$ cat src/rtl/cdc_tx_arbiter.sv
// rtl/cdc_tx_arbiter.sv - round-robin source-side scheduler for the four-phase CDC transfer channel
// Optional abort timer: define CDC_ARB_TIMEOUT_EN.
module cdc_tx_arbiter #(
   parameter int N           = 4,
   parameter int DW          = 8,
   parameter int TIMEOUT_CYC = 255
) (
   input  logic            clka,
   input  logic            rsta,
   input  logic [N-1:0]    req,
   input  logic [N*DW-1:0] req_data,
   output logic [N-1:0]    gnt,
   output logic [DW-1:0]   dataa,
   output logic            new_dataa,
   input  logic            acka,
   output logic            busy,
   output logic            err
);
   localparam int PW = (N > 1) ? $clog2(N) : 1;

   localparam logic [1:0] IDLE    = 2'd0;
   localparam logic [1:0] WAIT_HI = 2'd1;
   localparam logic [1:0] WAIT_LO = 2'd2;

   generate
      if (N < 2 || N > 8 || TIMEOUT_CYC < 1) begin : g_bad_cfg
         $error("cdc_tx_arbiter: unsupported parameter set");
      end
   endgenerate

   logic [1:0]    state;
   logic [PW-1:0] ptr;
   logic          found;
   logic [PW-1:0] win;
   logic [PW-1:0] ptr_nxt;
   logic [DW-1:0] win_data;
   logic          advance;

   // Rotating priority search starting at ptr.
   always_comb begin : pick
      int            idx;
      logic [PW-1:0] cand;
      found    = 1'b0;
      win      = '0;
      win_data = '0;
      idx      = 0;
      cand     = '0;
      for (int i = 0; i < N; i++) begin
         idx  = (int'(ptr) + i) % N;
         cand = PW'(idx);
         if (!found && req[cand]) begin
            found = 1'b1;
            win   = cand;
         end
      end
      for (int k = 0; k < N; k++) begin
         if (PW'(k) == win) win_data = req_data[k*DW +: DW];
      end
   end

   assign ptr_nxt = (int'(win) == N - 1) ? '0 : win + 1'b1;
   assign advance = (state == WAIT_HI) ? acka : !acka;

`ifdef CDC_ARB_TIMEOUT_EN
   localparam int CW = $clog2(TIMEOUT_CYC + 1);
   logic [CW-1:0] cnt;
`else
   assign err = 1'b0;
`endif

   always_ff @(posedge clka or negedge rsta) begin
      if (!rsta) begin
         state     <= IDLE;
         ptr       <= '0;
         gnt       <= '0;
         dataa     <= '0;
         new_dataa <= 1'b0;
         busy      <= 1'b0;
`ifdef CDC_ARB_TIMEOUT_EN
         err       <= 1'b0;
         cnt       <= '0;
`endif
      end else begin
         gnt       <= '0;
         new_dataa <= 1'b0;
         case (state)
            IDLE: begin
               // A stale acka (after reset or abort) blocks launching.
               if (!acka && found) begin
                  dataa     <= win_data;
                  gnt       <= N'(1) << win;
                  new_dataa <= 1'b1;
                  ptr       <= ptr_nxt;
                  state     <= WAIT_HI;
                  busy      <= 1'b1;
`ifdef CDC_ARB_TIMEOUT_EN
                  cnt       <= '0;
`endif
               end
            end
            WAIT_HI, WAIT_LO: begin
               if (advance) begin
                  state <= (state == WAIT_HI) ? WAIT_LO : IDLE;
                  busy  <= (state == WAIT_HI);
               end
`ifdef CDC_ARB_TIMEOUT_EN
               if (!advance && cnt == CW'(TIMEOUT_CYC)) begin
                  err   <= 1'b1;
                  state <= IDLE;
                  busy  <= 1'b0;
                  cnt   <= '0;
               end else if (cnt != CW'(TIMEOUT_CYC)) begin
                  cnt <= cnt + 1'b1;
               end
`endif
            end
            default: begin
               state <= IDLE;
               busy  <= 1'b0;
            end
         endcase
      end
   end
endmodule
$ cat config.mk
export PLATFORM = sky130hd
export DESIGN_NAME = cdc_tx_arbiter
export DESIGN_NICKNAME = d
export VERILOG_FILES = /design/src/rtl/cdc_tx_arbiter.sv
export SDC_FILE = /design/constraint.sdc
export NUM_CORES = 1
export LEC_CHECK = 0
export BUFFER_PORTS_ARGS = -buffer_cell sky130_fd_sc_hd__buf_2
export CORE_MARGIN = 1
export CORE_UTILIZATION = 30
export CTS_BUF_LIST = sky130_fd_sc_hd__clkbuf_16
export DETAILED_ROUTE_END_ITERATION = 7
export GPL_ROUTABILITY_DRIVEN = 1
export PLACE_DENSITY_LB_ADDON = 0.25
export SYNTH_ARGS = -nofsm -noshare
export SYNTH_HDL_FRONTEND = slang
export SYNTH_SLANG_ARGS = --single-unit
export TNS_END_PERCENT = 5
$ cat constraint.sdc
create_clock -name clka -period 2.35 [get_ports clka]
set_input_delay 0.1175 -clock clka [delete_from_list [all_inputs] [get_ports clka]]
set_output_delay 0.1175 -clock clka [all_outputs]
set_load 0.03 [all_outputs]
### Yosys cells after proc, flatten, opt, wreduce, memory -nomap -nowiden

Cells that the tools add are included.

* word-level logic and storage cells: 69
* input bits: 39
* register bits: 18
* output and inout port bits: 15

* magnitude comparators: 4
* mux-type cells: 33
* equal/unequal tests: 8
* shift operators: 1
* add/sub/neg operators: 4
* reductions and logical operators: 13

Operator list (count)
* $mux 8: 4
* $mux 2: 8
* $mux 1: 13
* $lt 2x3->1 const B: 4
* $bmux 1 s2: 4
* $mux 4: 2
* $add 2x1->2 const B: 2
* $add 2x2->2 const B: 2
* $eq 2x1->1 const B: 2
* $eq 2x2->1 const A: 2
* $logic_and 1x1->1: 4
* $logic_not 1->1: 4
* $logic_not 2->1: 2
* $ne 2x2->1 const B: 2
* $pmux 2 s2: 1
* $reduce_and 2->1: 2
* $shl 1x2->4 const A: 1
* $eq 1x2->1 const A: 1
* $eq 2x2->1 const B: 1
* $pmux 1 s2: 1
* $reduce_or 2->1: 1

### Longest topological paths before layout

Gate-level depths: netlist (run 1).

* word-level depth: 17
* mapped depth: 11
* depth with buffers taken out: 9

### Worst setup path before layout (run 1)

No wires, ideal clock.

* path kind: flip-flop to flip-flop
* start: reg ptr[0]
* end: reg dataa[6]
* required time: 2.226 ns
* arrival time: 1.903 ns
* stages on the path, launching flop included: 12
* path buffers: 2
* setup time: 0.124 ns
* path slack: 0.323 ns
* period minus slack after synthesis: 2.027 ns
* path through: dfrtp_1 > inv_1 > a221oi_1 > o32ai_1 > or2_1 > ha_1 > buf_2 > buf_2 > a21oi_1 > o21ai_0 > a22oi_1 > a21oi_1

* word-level cells in the longest chain between the ends: 17
* elaborated cells on any way between the ends: 35
* those cells by class: add/sub (3); eq/ne (3); mux (20); reduce/logical (9)

Ends and longest elaborated chain
* start, declared: line 32 `logic [PW-1:0] ptr;`
* start signal, assigned: line 93 `ptr <= ptr_nxt;`
* parallel branches: the longest is 17 deep, another holds $add 2x1->2
* end signal, assigned: line 90 `dataa <= win_data;`
* end, declared: line 13 `output logic [DW-1:0] dataa,`

Parallel ways; which one is timed is not known. The select of a mux whose other input is x is not followed.
A chain may end at the register's enable or synchronous reset.

### Worst setup path in the final report (run 1)

* start: reg ptr[0]
* end: reg dataa[1]

The elaborated chain is that of the path after synthesis.

==> results.md, run 1 <==
* Detailed Routing Iterations Pass 1 at 4
* Die area at 4110 µm²
* Fin worst setup slack at 0.193 ns
* I/O Buffers at 52
* Leakage at 0.797 nW
* Post-CTS setup buffer count at 0
* CP Max Fanout at 7
* Seq/Total Area, Yosys at 38.9%
* GPL Wtd Cong at 0.747
* Clk sink count at 18
* Critical Path RT at 2.47 ns
* Worst setup SP type: flop
* Initial Utilization at 31.4%
* Pre-CTS WS at 0.0810 ns
* NumNets Final at 228
* Placed Cells at 225
* Number of synthesized flops with an enable pin at 0
* Post-route minimum period at 2.16 ns
* Total power at 0.00209 W
* Post-Synthesis Cells at 130
* GRT Overall Usage at 13.8%
* Setup violators final at 0
* Net Sw Frac at 44.5%
* Root buffer cell: clkbuf_16
* Post-synth ARST share at 100%
* Drt first-iter violations at 25
* Syn_nets at 175
* Mapped Area at 1160 µm²
* Clock Latency Late Sink at 0.24 ns
* Setup Crit Path Kind: reg -> reg
* Combinational share of power at 59.5%
* Fmax achieved at 464 MHz
* Num rows at 22
* # Max-Cap Violations at 0
* ANT nets after route at 0
* Unrepaired setup endpoints after global routing: no
* Initial antenna violation count at 0
* Clock transition at path regs at 0.05 ns
* # DRC at 0
* Final hold violation count at 0
* Post-layout util at 43.0%
* Vias in the first global route at 996
* Yosys warnings at 0
* Fin crit share at 91.8%
* Avg Cell Area, Syn at 8.91 µm²
* Layout cells sized above 1 at 39.0%
* Int Pwr at 0.00116 W
* Htree depth at 1
* Number of diodes at 0
* First-pass GRT wire length at 4.52 mm
* Largest net degree at the start of global routing at 24
* Syn-to-layout area delta at 37.0%
* Crit path capture type: flop
* Clock network power share at 16.0%
* Switching power at 0.000930 W
* Setup_tns at 0 ns
* GRT overflow at 0
* Power Density at 1320 nW/µm²
* Detailed Place HPWL at 2.21 mm
* Worst Path Arrival at 2.27 ns
* I/O pin total at 54
* Clk_skew at 0.00158 ns
* Die Wd at 64.1 µm
* Pins Over Slew Limit at 0
* Clock tree buffer depth at 2
* Synth cell types at 32
* Yosys reg bits at 18
* Seq pwr share at 24.5%
* Post-Layout Cell Count at 230
* Ys flop type: dfrtp_1
* CTS buffer count at 3
* CTS tree: yes
* Core Region at 3690 µm²
* Die height at 64.1 µm
* Routed WL at 2.78 mm
* Via density per instance at 4.78
* VDD IR max at 0.492 mV
* Hold Crit Class: in -> reg
* Status: finished, final reports clean
* Vias after detailed routing at 1100
* Avg WL per Cell at 12.1 µm
## final timing paths
| kind | cells after the start | start | end | slack (ns) |
|---|---|---|---|---|
| hold / removal | 3 | req_data[27] | dataa[3] | 0.13 |
| setup / recovery | 9 | ptr[0] | dataa[1] | 0.19 |
| max in group asynchronous | 2 | rsta | dataa[3] | 1.72 |
| min in group asynchronous | 2 | rsta | state[1] | 0.34 |
| setup reg to reg | 9 | ptr[0] | dataa[1] | 0.19 |
| hold reg to reg | 2 | dataa[6] | dataa[6] | 0.54 |
## worst max-delay path, cell delays in order, from the launching register on
cell	delay, ns
dfrtp_1	0.36
inv_1	0.08
a221oi_2	0.24
o32ai_1	0.15
or2_1	0.26
ha_1	0.24
and2b_4	0.21
a221oi_2	0.25
a211o_1	0.16
a31oi_1	0.08
## final cells by class
class	instances	area, µm²
timing repair buffer	57	300
clock buffer	3	75.1
inverter	17	63.8
clock inverter	1	3.75
tap	48	60.1
fill	384	2100
sequential	18	450
multi-input combinational	86	634
## cells in the mapped netlist (2+ instances only)
cell type  instances  area share, %
a211o_1            7            5.3
and2b_1            2            1.3
nor2_1            11            3.6
o21ai_0            4            1.7
dfrtp_1           18             39
a21oi_1            6            2.6
a31oi_1           11            5.9
nor3_1             2           0.86
clkbuf_2           2           0.86
and2_1             4            2.2
a221oi_1           8            6.0
ha_1               6            6.5
buf_2              3            1.3
nand2_1           11            3.6
inv_1             17            5.5
buf_6              2            1.9
## cell usage in the layout (no fill, tap or decap), types with 2 or more instances in the layout
cell	synthesis	routed
ha_1	6	5
a31oi_1	11	11
o21ai_0	4	4
clkbuf_16	0	3
nand2_1	11	11
a21oi_1	6	6
buf_4	1	4
dfrtp_1	18	18
buf_2	3	52
nor3_1	2	2
and2_1	4	4
a211o_1	7	7
inv_1	17	17
a221oi_2	0	7
nor2_1	11	11
## through the flow
step           area (µm²)  hold slack, ns
2_1_floorplan        1160          -0.178
5_1_grt              1590           0.146
6_report             1590           0.133
3_5_place_dp         1450          0.0784
3_3_place_gp         1450          0.0756
4_1_cts              1540           0.134
## timing repair
action | CTS | global route
endpoints found under the hold margin | 18 | 0
resized for setup | 0 | 10
hold buffers | 1 | 0
setup endpoints to repair | 0 | 8
## sequential cells by signal, indices dropped and copies added (netlist names)
register / flops
dataa: 8
new_dataa: 1
ptr: 2
gnt: 4
state: 2
busy: 1
## cell families (layout without fill, tap and decap cells)
kind of cell | count (synthesis) | after routing | synth area share, %
AO/OA/AOI/OAI | 42 | 42 | 25.5
adder cells (fa/ha/maj) | 6 | 6 | 6.48
buffers and inverters | 26 | 78 | 10.6
flip-flops | 18 | 18 | 38.9
multiplexers | 1 | 1 | 1.30
other | 1 | 1 | 0.324
AND/OR/NAND/NOR | 36 | 36 | 17.0
## power by group through the flow
stage | sequential, W | combinational, W | clock [W]
3_5_place_dp | 0.000521 | 0.00116 | 0
4_1_cts | 0.000515 | 0.00117 | 0.000344
6_report | 0.000513 | 0.00124 | 0.000334
3_3_place_gp | 0.000517 | 0.00113 | 0
2_1_floorplan | 0.000704 | 0.000692 | 0
5_1_grt | 0.000530 | 0.00136 | 0.000359
## layer usage
metal	vias up	part of all wire, %	track usage, %
met5	-	0	0
met3	2	5.2	2.50
li1	563	-	-
met1	497	46	18.0
met2	38	48	24.1
met4	0	0.36	2.50
Note: power is estimated with default switching activity, not from simulation.
==> inputs of run 2 (changes only) <==
- GPL_TIMING_DRIVEN: unset -> 0
==> results.md, run 2 (synthesis gave the netlist of run 1 again) <==
* Status: finished, final reports clean
* Vias in the first global route at 1107 (+11%)
* GR peak layer: met2
* Clk_skew at 0.00148 ns (-0.000106 ns)
* Number of flip-flops under the largest register name at 8 (unchanged)
* Pre-CTS WS at 0.114 ns (+0.0330 ns)
* Num rows at 22 (unchanged)
* Post-Layout Cell Count at 234 (+1.7%)
* Initial Utilization at 31.4% (unchanged)
* Fmax achieved at 447 MHz (-3.6%)
* Die area at 4110 µm² (unchanged)
* Crit path capture type: flop
* Clock network power share at 16.2% (+0.2 points)
* CP Max Fanout at 7 (unchanged)
* Setup violators final at 0 (unchanged)
* Avg WL per Cell at 12.5 µm (+3.3%)
* I/O pin total at 54 (unchanged)
* Largest net degree at the start of global routing at 19 (-21%)
* GPL Wtd Cong at 0.768 (+2.8%)
* Clk sink count at 18 (unchanged)
* CTS tree: yes
* CTS buffer count at 3 (unchanged)
* Leakage at 0.817 nW (+2.5%)
* Filler cells at 377 (-1.8%)
* Pins Over Slew Limit at 0 (unchanged)
* Die height at 64.1 µm (unchanged)
* Initial antenna violation count at 0 (unchanged)
* Post-route minimum period at 2.24 ns (+0.0812 ns)
* Detailed Place HPWL at 2.31 mm (+4.6%)
* Most common cell after layout, fill and taps aside: buf_2
* Htree depth at 1 (unchanged)
* Layout cells sized above 1 at 39.2% (+0.24 points)
* Power Density at 1310 nW/µm² (-0.38%)
* Fin worst setup slack at 0.112 ns (-0.0812 ns)
* Top flop regs: dataa (8), gnt (4)
* GR Util met1 at 16.6% (-1.4 points)
* Die Wd at 64.1 µm (unchanged)
* Fin crit share at 95.2% (+3.5 points)
* Final hold violation count at 0 (unchanged)
* Setup Crit Path Kind: reg -> reg
* Area of all sequential standard cells at 450 µm² (unchanged)
* First-pass GRT wire length at 4.80 mm (+6.3%)
* # DRC at 0 (unchanged)
* GRT overflow at 0 (unchanged)
* Combinational share of power at 59.3% (-0.2 points)
* Switching power at 0.000943 W (+1.4%)
* Worst Path Arrival at 2.37 ns (+0.10 ns)
* Core Region at 3690 µm² (unchanged)
* Placed Cells at 229 (+1.8%)
* Placed cell area at 1470 µm² (+1.6%)
* NumNets Final at 232 (+1.8%)
* I/O Buffers at 51 (-1.9%)
* Syn-to-layout area delta at 38.7%
* Via density per instance at 4.82 (+0.70%)
* Worst setup SP type: flop
* Global routing met2 resource utilization at 28.2% (+4.1 points)
* Routed WL at 2.92 mm (+5.1%)
* Multi-input logic area at 626 µm² (-1.4%)
* Post-CTS setup buffer count at 0 (unchanged)
* Number of diodes at 0 (unchanged)
* Commonest cells after routing, fill and taps aside: buf_2, dfrtp_1, inv_1
* Grt met3 use at 2.68% (+0.18 points)
* Finished layout cell area at 1610 µm² (+1.2%)
* GRT Overall Usage at 15.2% (+1.4 points)
* Clock tree buffer depth at 2 (unchanged)
* Net Sw Frac at 44.8% (+0.29 points)
* Root buffer cell: clkbuf_16
* # Max-Cap Violations at 0 (unchanged)
* Vias after detailed routing at 1127 (+2.5%)
* Hold Crit Class: in -> reg
* Int Pwr at 0.00116 W (+0.28%)
* Unrepaired setup endpoints after global routing: yes
* Drt first-iter violations at 28 (+12%)
* Detailed Routing Iterations Pass 1 at 4 (unchanged)
* ANT nets after route at 0 (unchanged)
* Biggest register: dataa
* Seq pwr share at 24.5% (about the same)
* Critical Path RT at 2.48 ns (about the same)
* Clock Latency Late Sink at 0.25 ns (about the same)
* VDD IR max at 0.492 mV (about the same)
* Clock transition at path regs at 0.05 ns (about the same)
* Total power at 0.00211 W (+0.80%)
==> run 2: worst max-delay path, cell delays in order (launching register included) <==
cell      delay (ns)
dfrtp_1         0.37
inv_1           0.09
a221oi_2        0.25
o32ai_2         0.13
or2_1           0.25
ha_1            0.25
and2b_2         0.27
a221oi_1        0.27
a211o_1         0.16
a31oi_1         0.08
==> run 2: cell type report <==
cell class,count,area share (%)
multi-input cells,86,38.9
well taps,48,3.74
plain buffers,9,3.89
repair buffers,52,16.5
flip-flops and latches,18,28.0
clock inverters,1,0.234
inverters,17,3.97
clock buffers,3,4.67
==> run 2: path summary, 6_finish.rpt <==
path / startpoint / endpoint / slack, ns / depth (start not counted)
worst max-delay path: ptr[0] / dataa[4] / 0.11 / 9
worst min-delay path: req_data[31] / dataa[7] / 0.13 / 3
worst max register to register: ptr[0] / dataa[4] / 0.11 / 9
worst min register to register: dataa[6] / dataa[6] / 0.53 / 2
max in group asynchronous: rsta / ptr[1] / 1.73 / 2
min in group asynchronous: rsta / state[1] / 0.33 / 2
==> run 2: power by group through the flow <==
stage,logic [W],clock network [W],registers [W]
final,0.00125,0.000341,0.000516
after global routing,0.00139,0.000357,0.000536
after CTS,0.00119,0.000344,0.000519
after detailed placement,0.00118,0,0.000522
after global placement,0.00115,0,0.000519
after floorplan,0.000692,0,0.000704
==> run 2: stage by stage <==
| step | utilization [%] | setup TNS, ns | hold WS (ns) |
|---|---|---|---|
| 2_1_floorplan | - | 0 | -0.178 |
| 3_3_place_gp | 40.0 | 0 | 0.0706 |
| 3_5_place_dp | 40.0 | 0 | 0.0753 |
| 4_1_cts | 42.4 | 0 | 0.134 |
| 5_1_grt | 43.6 | -0.00904 | 0.146 |
| 6_report | 43.6 | 0 | 0.133 |
==> run 2: what timing repair did <==
action	CTS	global route
setup endpoints to repair	0	7
hold endpoints to repair	18	0
resized for setup	0	11
hold buffers	1	0
==> run 2: metal layers <==
metal | vias to the layer above | share of wire (%)
met5 | - | 0
met4 | 0 | 3.0
met3 | 9 | 5.5
met2 | 42 | 50
met1 | 507 | 41
li1 | 569 | -
==> inputs of run 3 (changes only) <==
- clock period: 2.35 -> 2.6 ns (I/O delays scaled with it)
==> results.md, run 3 (synthesis gave the netlist of run 1 again) <==
* Status: finished, final reports clean
* Clock transition at path regs at 0.05 ns (about the same)
* CP max stage delay at 0.37 ns (about the same)
* Critical path cell sequence: inv_1, a221oi_1, o32ai_1, or2_1, ha_1, and2b_1, a221oi_1, a211o_1, a31oi_1
* GRT Overall Usage at 15.2% (unchanged)
* Hold Crit Class: in -> reg
* CP Buf/Inv Count at 1 (unchanged)
* Die area at 4110 µm² (unchanged)
* Pins Over Slew Limit at 0 (unchanged)
* Setup Crit Path Kind: reg -> reg
* Drt first-iter violations at 30 (+7.1%)
* Detailed Routing Iterations Pass 1 at 4 (unchanged)
* CP top delay family: compound AO/OA/AOI/OAI gates
* GPL Wtd Cong at 0.768 (unchanged)
* Fin crit share at 87.4% (-7.8 points)
* Syn-to-layout area delta at 34.9%
* Num rows at 22 (unchanged)
* Crit path capture type: flop
* Vias in the first global route at 1107 (unchanged)
* Biggest register: dataa
* Commonest cells after routing, fill and taps aside: buf_2, dfrtp_1, inv_1
* Post-route minimum period at 2.27 ns (+0.0347 ns)
* Routed WL at 2.85 mm (-2.4%)
* # Max-Cap Violations at 0 (unchanged)
* CP Max Fanout at 7 (unchanged)
* Initial Utilization at 31.4% (unchanged)
* Initial antenna violation count at 0 (unchanged)
* Detailed Place HPWL at 2.31 mm (unchanged)
* Die height at 64.1 µm (unchanged)
* Worst setup SP type: flop
* Layout cells sized above 1 at 34.9% (-4.3 points)
* Top flop regs: dataa (8), gnt (4)
* Crit-path most repeated cell: a221oi_1
* Vias after detailed routing at 1135 (+0.71%)
* Root buffer cell: clkbuf_16
* Critical Path RT at 2.73 ns (+0.25 ns)
* Core Region at 3690 µm² (unchanged)
* CTS tree: yes
* Worst hold slack at 0.146 ns (+0.0133 ns)
* Post-CTS setup buffer count at 0 (unchanged)
* Total power at 0.00184 W (-12%)
* Number of flip-flops under the largest register name at 8 (unchanged)
* Number of diodes at 0 (unchanged)
* Final hold violation count at 0 (unchanged)
* Placed cell area at 1470 µm² (unchanged)
* Avg WL per Cell at 12.2 µm (-2.4%)
* # DRC at 0 (unchanged)
* Unrepaired setup endpoints after global routing: no
* Filler cells at 382 (+1.3%)
* I/O pin total at 54 (unchanged)
* Clock Latency Late Sink at 0.25 ns (about the same)
* Most common cell after layout, fill and taps aside: buf_2
* NumNets Final at 232 (unchanged)
* Worst Path Arrival at 2.40 ns (+0.03 ns)
* Clk sink count at 18 (unchanged)
* GRT overflow at 0 (unchanged)
* Setup_tns at 0 ns (unchanged)
* Power Density at 1180 nW/µm² (-10%)
* Largest net degree at the start of global routing at 19 (unchanged)
* Setup violators final at 0 (unchanged)
* CP max stage cell: dfrtp_1
* Clock tree buffer depth at 2 (unchanged)
* Placed Cells at 229 (unchanged)
* First-pass GRT wire length at 4.80 mm (unchanged)
* Die Wd at 64.1 µm (unchanged)
* I/O Buffers at 51 (unchanged)
* Via density per instance at 4.85 (+0.71%)
* Finished layout cell area at 1560 µm² (-2.7%)
* Fmax achieved at 440 MHz (-1.5%)
* Htree depth at 1 (unchanged)
* ANT nets after route at 0 (unchanged)
* CTS buffer count at 3 (unchanged)
* VDD IR max at 0.376 mV (-24%)
* Clk_skew at 0.00120 ns (-0.000279 ns)
* Post-Layout Cell Count at 234 (unchanged)
* Leakage at 0.801 nW (-2.0%)
## run 3: changes by cell type in the layout (fill, tap and decap cells not counted)
cell | before | now
clkbuf_1 | 0 | 1
buf_2 | 53 | 54
o32ai_1 | 0 | 1
clkbuf_2 | 3 | 2
and2b_1 | 1 | 2
a221oi_1 | 3 | 8
a221oi_2 | 5 | 0
o32ai_2 | 1 | 0
buf_4 | 2 | 1
and2b_2 | 1 | 0
## run 3: final cells by class
| type | count | area, µm² | share of cell area [%] |
|---|---|---|---|
| timing repair buffer | 52 | 265 | 17.0 |
| buffer | 9 | 58.8 | 3.76 |
| clock inverter | 1 | 3.75 | 0.240 |
| sequential | 18 | 450 | 28.8 |
| clock buffer | 3 | 75.1 | 4.80 |
| inverter | 17 | 63.8 | 4.08 |
| tap | 48 | 60.1 | 3.84 |
| multi-input combinational | 86 | 586 | 37.5 |
## run 3: through the flow
step / setup slack, ns / util, %
final: 0.327 / 42.4
after floorplan: 0.573 / -
after global placement: 0.381 / 40.0
after detailed placement: 0.364 / 40.0
after CTS: 0.327 / 42.4
after global routing: 0.136 / 42.4
## run 3: routing by layer
| metal | vias to the layer above | global-route usage [%] | share of wire [%] |
|---|---|---|---|
| li1 | 570 | - | - |
| met1 | 514 | 16.6 | 42 |
| met2 | 42 | 28.2 | 49 |
| met3 | 9 | 2.68 | 5.4 |
| met4 | 0 | 7.22 | 3.1 |
| met5 | - | 0 | 0 |
## run 3: what timing repair did
item | in CTS | in global routing
hold buffers | 1 | 0
hold endpoints to repair | 18 | 0
resized for setup | 0 | 0
## run 3: power breakdown
part | switching (W) | leakage [nW] | total [W] | internal (W)
logic | 0.000653 | 0.544 | 0.00107 | 0.000417
clock network | 0.000103 | 0.0385 | 0.000307 | 0.000204
registers | 0.0000657 | 0.219 | 0.000466 | 0.000400
total | 0.000822 | 0.801 | 0.00184 | 0.00102
## run 3: worst paths after layout
kind / startpoint / to / slack, ns / depth (start not counted)
worst max-delay path: ptr[0] / dataa[1] / 0.33 / 9
worst min-delay path: req_data[31] / dataa[7] / 0.15 / 3
worst max register to register: ptr[0] / dataa[1] / 0.33 / 9
worst min register to register: dataa[6] / dataa[6] / 0.53 / 2
max in group asynchronous: rsta / gnt[3] / 1.97 / 2
min in group asynchronous: rsta / state[1] / 0.34 / 2
## run 3: worst min-delay path, cell delays in order
cell,delay (ns)
buf_2,0.09
nand2_1,0.05
a31oi_1,0.07
